### config.mk
export PLATFORM = sky130hd
export DESIGN_NAME = sw_debouncer
export DESIGN_NICKNAME = d
export VERILOG_FILES = /design/src/rtl/sw_debouncer.sv
export SDC_FILE = /design/constraint.sdc
export NUM_CORES = 1
export LEC_CHECK = 0
export ABC_AREA = 1
export CAP_MARGIN = 20
export CORE_ASPECT_RATIO = 0.9
export CORE_MARGIN = 8
export CORE_UTILIZATION = 35
export DETAILED_ROUTE_END_ITERATION = 6
export GPL_TIMING_DRIVEN = 0
export SYNTH_ARGS = -nofsm -noshare
export SYNTH_HDL_FRONTEND = slang
export SYNTH_SLANG_ARGS = --single-unit
### constraint.sdc
create_clock -name clk -period 1.4 [get_ports clk]
set_input_delay 0.35 -clock clk [delete_from_list [all_inputs] [get_ports clk]]
set_output_delay 0.35 -clock clk [all_outputs]
set_load 0.05 [all_outputs]
### src/rtl/sw_debouncer.sv
// sw_debouncer
//
// Synchronizes and debounces a bank of slide switches. Each bit passes
// through a two-flop synchronizer and then a stability counter. A new level
// must hold for STABLE_CYCLES consecutive synchronized cycles before it
// reaches sw_out. Accepted changes also produce one-cycle rise/fall pulses.
//
// Parameters
//   WIDTH          number of switch bits
//   STABLE_CYCLES  cycles a new level must hold before it is accepted (>= 1)
//
// Ports
//   clk         system clock, rising edge
//   rst_n       asynchronous active-low reset
//   sw_in       raw switch levels, asynchronous to clk
//   sw_out      debounced, registered switch levels
//   sw_rise     one-cycle pulse per bit on an accepted 0->1
//   sw_fall     one-cycle pulse per bit on an accepted 1->0
//   sw_changed  OR of all rise/fall pulses, same cycle

module sw_debouncer #(
  parameter int WIDTH         = 10,
  parameter int STABLE_CYCLES = 500000
) (
  input  logic             clk,
  input  logic             rst_n,
  input  logic [WIDTH-1:0] sw_in,
  output logic [WIDTH-1:0] sw_out,
  output logic [WIDTH-1:0] sw_rise,
  output logic [WIDTH-1:0] sw_fall,
  output logic             sw_changed
);

  // $clog2(1) is 0, so force at least one counter bit.
  localparam int              CW      = (STABLE_CYCLES > 1) ? $clog2(STABLE_CYCLES) : 1;
  localparam logic [CW-1:0]   CNT_MAX = CW'(STABLE_CYCLES - 1);

  logic [WIDTH-1:0] sync1_q,   sync1_d;
  logic [WIDTH-1:0] sync2_q,   sync2_d;
  logic [WIDTH-1:0] sw_out_q,  sw_out_d;
  logic [WIDTH-1:0] sw_rise_q, sw_rise_d;
  logic [WIDTH-1:0] sw_fall_q, sw_fall_d;
  logic             sw_changed_q, sw_changed_d;
  logic [CW-1:0]    cnt_q [WIDTH];
  logic [CW-1:0]    cnt_d [WIDTH];

  always_comb begin
    sync1_d   = sw_in;
    sync2_d   = sync1_q;
    sw_out_d  = sw_out_q;
    sw_rise_d = '0;
    sw_fall_d = '0;
    for (int i = 0; i < WIDTH; i++) begin
      // Any cycle matching the current output discards partial progress.
      cnt_d[i] = '0;
      if (sync2_q[i] != sw_out_q[i]) begin
        if (cnt_q[i] == CNT_MAX) begin
          sw_out_d[i]  = sync2_q[i];
          sw_rise_d[i] = sync2_q[i];
          sw_fall_d[i] = ~sync2_q[i];
        end else begin
          cnt_d[i] = cnt_q[i] + CW'(1);
        end
      end
    end
    sw_changed_d = |(sw_rise_d | sw_fall_d);
  end

  always_ff @(posedge clk or negedge rst_n) begin
    if (!rst_n) begin
      sync1_q      <= '0;
      sync2_q      <= '0;
      sw_out_q     <= '0;
      sw_rise_q    <= '0;
      sw_fall_q    <= '0;
      sw_changed_q <= 1'b0;
      for (int i = 0; i < WIDTH; i++) begin
        cnt_q[i] <= '0;
      end
    end else begin
      sync1_q      <= sync1_d;
      sync2_q      <= sync2_d;
      sw_out_q     <= sw_out_d;
      sw_rise_q    <= sw_rise_d;
      sw_fall_q    <= sw_fall_d;
      sw_changed_q <= sw_changed_d;
      for (int i = 0; i < WIDTH; i++) begin
        cnt_q[i] <= cnt_d[i];
      end
    end
  end

  assign sw_out     = sw_out_q;
  assign sw_rise    = sw_rise_q;
  assign sw_fall    = sw_fall_q;
  assign sw_changed = sw_changed_q;

endmodule
# [Word-level counts from Yosys, hierarchy flattened]
# Index checks and enable logic that the tools add are counted.
[totals] word_cells=137 register_bits=241 out_inout_bits=31
[op_classes] n_bitwise=11 reduce_logical=11 add_sub_neg=10 n_eq_ne=20 n_mux=60
[ops] cell="two-way mux 19 bit" n=20
[ops] cell="adder 19 x 1 -> 19 bit (second input constant)" n=10
[ops] cell="== test 19 bit (second input constant)" n=10
[ops] cell="two-way mux 1 bit" n=40
[ops] cell="AND reduction 2 bit" n=10
[ops] cell="!= test 1 bit" n=10
[ops] cell="NOT 1 bit" n=10
[ops] cell="OR 10 bit" n=1
[ops] cell="OR reduction 10 bit" n=1

# [Logic depth before layout (Yosys ltp)]
[depth] ltp_word=5 mapped_depth=11

# [Least setup slack after synthesis]
# Ideal clock, no wire load.
[synth_timing] path_kind="register to register" start="register sw_out_q[2] (netlist: sw_out[2])" end="register cnt_q[146] (netlist name)" path_stages_with_launch=9 arrival_time_ns=1.493 setup_slack_ns=-0.216 setup_time_ns=0.123 period_less_slack_ns=1.616 path_cell_list="dfrtp_1 -> inv_1 -> nand2_1 -> inv_1 -> or2_2 -> nand2_4 -> inv_1 -> o21ai_0 -> a21oi_1"
[synth_lines] element="start: declaration" line_no="40" text="logic [WIDTH-1:0] sw_out_q, sw_out_d;"
[synth_lines] element="start signal: assignment" line_no="83" text="sw_out_q <= sw_out_d;"
[synth_lines] element="end signal: indexed assignment" line_no="88" text="cnt_q[i] <= cnt_d[i];"
[synth_lines] element="end: declaration" line_no="44" text="logic [CW-1:0] cnt_q [WIDTH];"

==> results.sh <==
export IMPL_rr_startpoint="cnt_q[38]"
export IMPL_finalClockSkew_ns=0.00965
export IMPL_timing_hold_ws_ns=-0.289
export IMPL_rsz0062_at_grt="true"
export IMPL_place_gp_congestion=0.815
export IMPL_synth_edf_count=0
export IMPL_grt_max_degree=99
export IMPL_routedWlPerCell_um=13.6
export IMPL_final_min_clock_period_ns=1.57
export IMPL_final_cells=2073
export IMPL_max_cap_viol_count=0
export IMPL_fillers=2866
export IMPL_critPathArrivalTime_ns=2.05
export IMPL_period_share_pct=112
export IMPL_post_dp_hpwl_um=16600
export IMPL_critPathLaunchType="flip-flop"
export IMPL_drt_iter0_drc=518
export IMPL_synth_area_um2=11700
export IMPL_max_slew_margin_pct=64.2
export IMPL_nNetsFinal=1653
export IMPL_start_util_pct=35.5
export IMPL_p_total_uw=15500
export IMPL_drive_above_1_share_pct=39.4
export IMPL_netlist_top_cell_by_area="dfrtp_1"
export IMPL_dieArea_um2=39600
export IMPL_yosysWarningCount=0
export IMPL_cts_tree="done"
export IMPL_overflow=0
export IMPL_root_buffer="clkbuf_16"
export IMPL_cp_slowest_cell="dfrtp_2"
export IMPL_synth_flop_cell="dfrtp_1"
export IMPL_firstDrtPassIters=5
export IMPL_postRouteAntennaNets=0
export IMPL_synth_distinct_cells=38
export IMPL_reg2reg_to="cnt_q[38]"
export IMPL_diodes=0
export IMPL_crit_chain="ha_4, nand3_4, nor3_4, a21oi_4, clkinv_4, buf_4, nor2_4"
export IMPL_antenna_found_initial=0
export IMPL_setup_ws_ns=-0.173
export IMPL_portBuffers=42
export IMPL_die_y_um=190
export IMPL_drv_slew=0
export IMPL_seq_area_frac_synth_pct=51.5
export IMPL_std_cell_rows=63
export IMPL_power_density_nw_per_um2=919
export IMPL_synth_seq_cells=241
export IMPL_finalHoldViolCount=48
export IMPL_status="finished, violations left"
export IMPL_cts_sinks=241
export IMPL_finalSetupViolCount=137
export IMPL_syn_area_per_cell_um2=8.38
export IMPL_crit_path_end_kind="flip-flop"
export IMPL_final_util_pct=51.2
export IMPL_numPlacedInstances=1863
export IMPL_ios=43
export IMPL_max_freq_mhz=636
export IMPL_r2r_cells=7
export IMPL_tns_ns=-7.91
export IMPL_crit_fanout=7
export IMPL_insertion_delay_ns=0.55
export IMPL_cts_buffers=27
export IMPL_grt_util_all_layers_pct=13.2
export IMPL_grt_pass1_wl_um=44800
export IMPL_clkSlewWorstSetupHoldPaths_ns=0.06
export IMPL_drc=0
export IMPL_criticalPathCategory="reg2reg"
export IMPL_ir_drop_mv=0.866
export IMPL_synth_nets=1419
export IMPL_syn2layout_area_growth_pct=44.2
export IMPL_slowest_delay_ns=0.47
export IMPL_cts_buffer_depth=3
export IMPL_coreArea_um2=32900
export IMPL_hold_class="in2async"
export IMPL_die_width_um=209
export IMPL_via_per_inst=4.82
export IMPL_worst_pin_slew_ns=0.537
export IMPL_power_leakage_uw=0.00738
export IMPL_crit_required_ns=1.88
export IMPL_r2r_setup_slack_ns=-0.17
export IMPL_via_count=9998
export IMPL_violations="negative hold slack, negative setup slack"
export IMPL_async_flop_share_pct=100
export IMPL_htree_num_levels=1
export IMPL_grt_pass1_vias=9437
export IMPL_synthCells=1397
export IMPL_synth_top_area_share_pct=51.5
export IMPL_synth_area_leaders="dfrtp_1 52%, nor2_1 9.2%, nand2_1 7.2%"
export IMPL_wirelength_um=28200
report_power, final:
| group | leakage (uW) | internal (uW) | switching (uW) | total [uW] |
|---|---|---|---|---|
| sequential | 0.00325 | 7070 | 113 | 7180 |
| clock | 0.000452 | 4590 | 2940 | 7530 |
| combinational | 0.00368 | 344 | 467 | 811 |
synthesized netlist by cell type (8+ instances only):
cell type	number
nor3b_1	12
nand2_2	16
inv_1	185
nand2_1	223
xor2_1	54
nand4_1	31
nor3_1	68
ha_1	10
o21ai_0	27
xnor2_1	16
nand3_2	9
nor2_2	17
nand3_1	73
nor3_2	11
a21oi_1	50
dfrtp_1	241
nor3_4	8
nor2_1	288
metrics by stage:
step,setup WS (ns),area (um^2)
global placement,-11.72,12700
finish,-0.173,16900
detailed placement,-0.436,12800
global route,-0.244,16900
CTS,-0.142,15300
floorplan,-0.0319,11800
worst max-delay path, delay by kind of cell, from the launching register on:
kind,cells,cell delay [ns]
simple gates,3,0.27
buf+inv,2,0.32
flops,1,0.47
fa+ha+maj,1,0.19
compound gates,1,0.25
repair_timing:
item / in CTS / in global routing
endpoints found under the hold margin: 48 / 48
pin swaps: 68 / 111
endpoints found under the setup margin: 183 / 201
resized for setup: 441 / 285
setup buffers: 85 / 80
logic make-up after synthesis:
logic type	count (synthesis)	share of synthesized area (%)
AOI/OAI and AO/OA	99	4.59
xor gates and xnor gates	70	5.24
adders and majority gates	10	1.07
buffers and inverters	192	6.16
DFF	241	51.5
muxes	1	0.0855
and+or+nand+nor	784	31.3
state kept, by name (all words and copies together), names as in the netlist:
signal      cells
sw_fall        10
sw_out         10
sync1_q        10
cnt_q         190
sync2_q        10
sw_rise        10
sw_changed      1
layout make-up:
| type | instances | area, um^2 | area share, % |
|---|---|---|---|
| clock buffers | 37 | 733 | 4.34 |
| repair buffers | 205 | 1870 | 11.1 |
| multi-input cells | 964 | 6700 | 39.7 |
| well taps | 422 | 528 | 3.13 |
| clock inverters | 12 | 199 | 1.18 |
| inverters | 192 | 786 | 4.65 |
| flip-flops and latches | 241 | 6070 | 35.9 |
layer usage:
layer | GRT usage (%) | vias up | wire length (um)
li1 | - | 4955 | -
met1 | 17.1 | 4846 | 12400
met2 | 22.0 | 152 | 14000
met3 | 2.74 | 45 | 1120
met4 | 3.87 | 0 | 759
met5 | 0 | - | 0
worst max-delay path by stage:
stage / start / to / slack (ns)
2_1_floorplan: cnt_q[114] / cnt_q[126] / -0.03
3_5_place_dp: cnt_q[95] / sw_changed / -0.44
3_3_place_gp: rst_n / sw_out[1] / -11.72
4_1_cts: cnt_q[114] / cnt_q[132] / -0.14
6_report: cnt_q[38] / cnt_q[38] / -0.17
5_1_grt: cnt_q[114] / cnt_q[132] / -0.24
placed cells by master, fill, tap and decap left out, types with 11 or more instances in the layout:
master | netlist | final
dfrtp_1 | 241 | 213
nor2_1 | 288 | 198
nand2_1 | 223 | 164
inv_1 | 185 | 146
buf_4 | 0 | 132
nor2_4 | 6 | 62
buf_6 | 0 | 56
nand2_2 | 16 | 53
xor2_1 | 54 | 53
nor2_2 | 17 | 51
nand3_1 | 73 | 41
a21oi_1 | 50 | 38
nor3_1 | 68 | 37
nand4_1 | 31 | 31
inv_2 | 7 | 29
dfrtp_2 | 0 | 28
clkbuf_16 | 0 | 27
nor3_2 | 11 | 26
nand3_4 | 0 | 25
nor3_4 | 8 | 24
nand2_4 | 1 | 20
nand3_2 | 9 | 16
xnor2_1 | 16 | 15
o21ai_2 | 0 | 13
a21oi_2 | 1 | 12
o21ai_1 | 2 | 11
No activity file was read; power rests on OpenSTA's default activity.
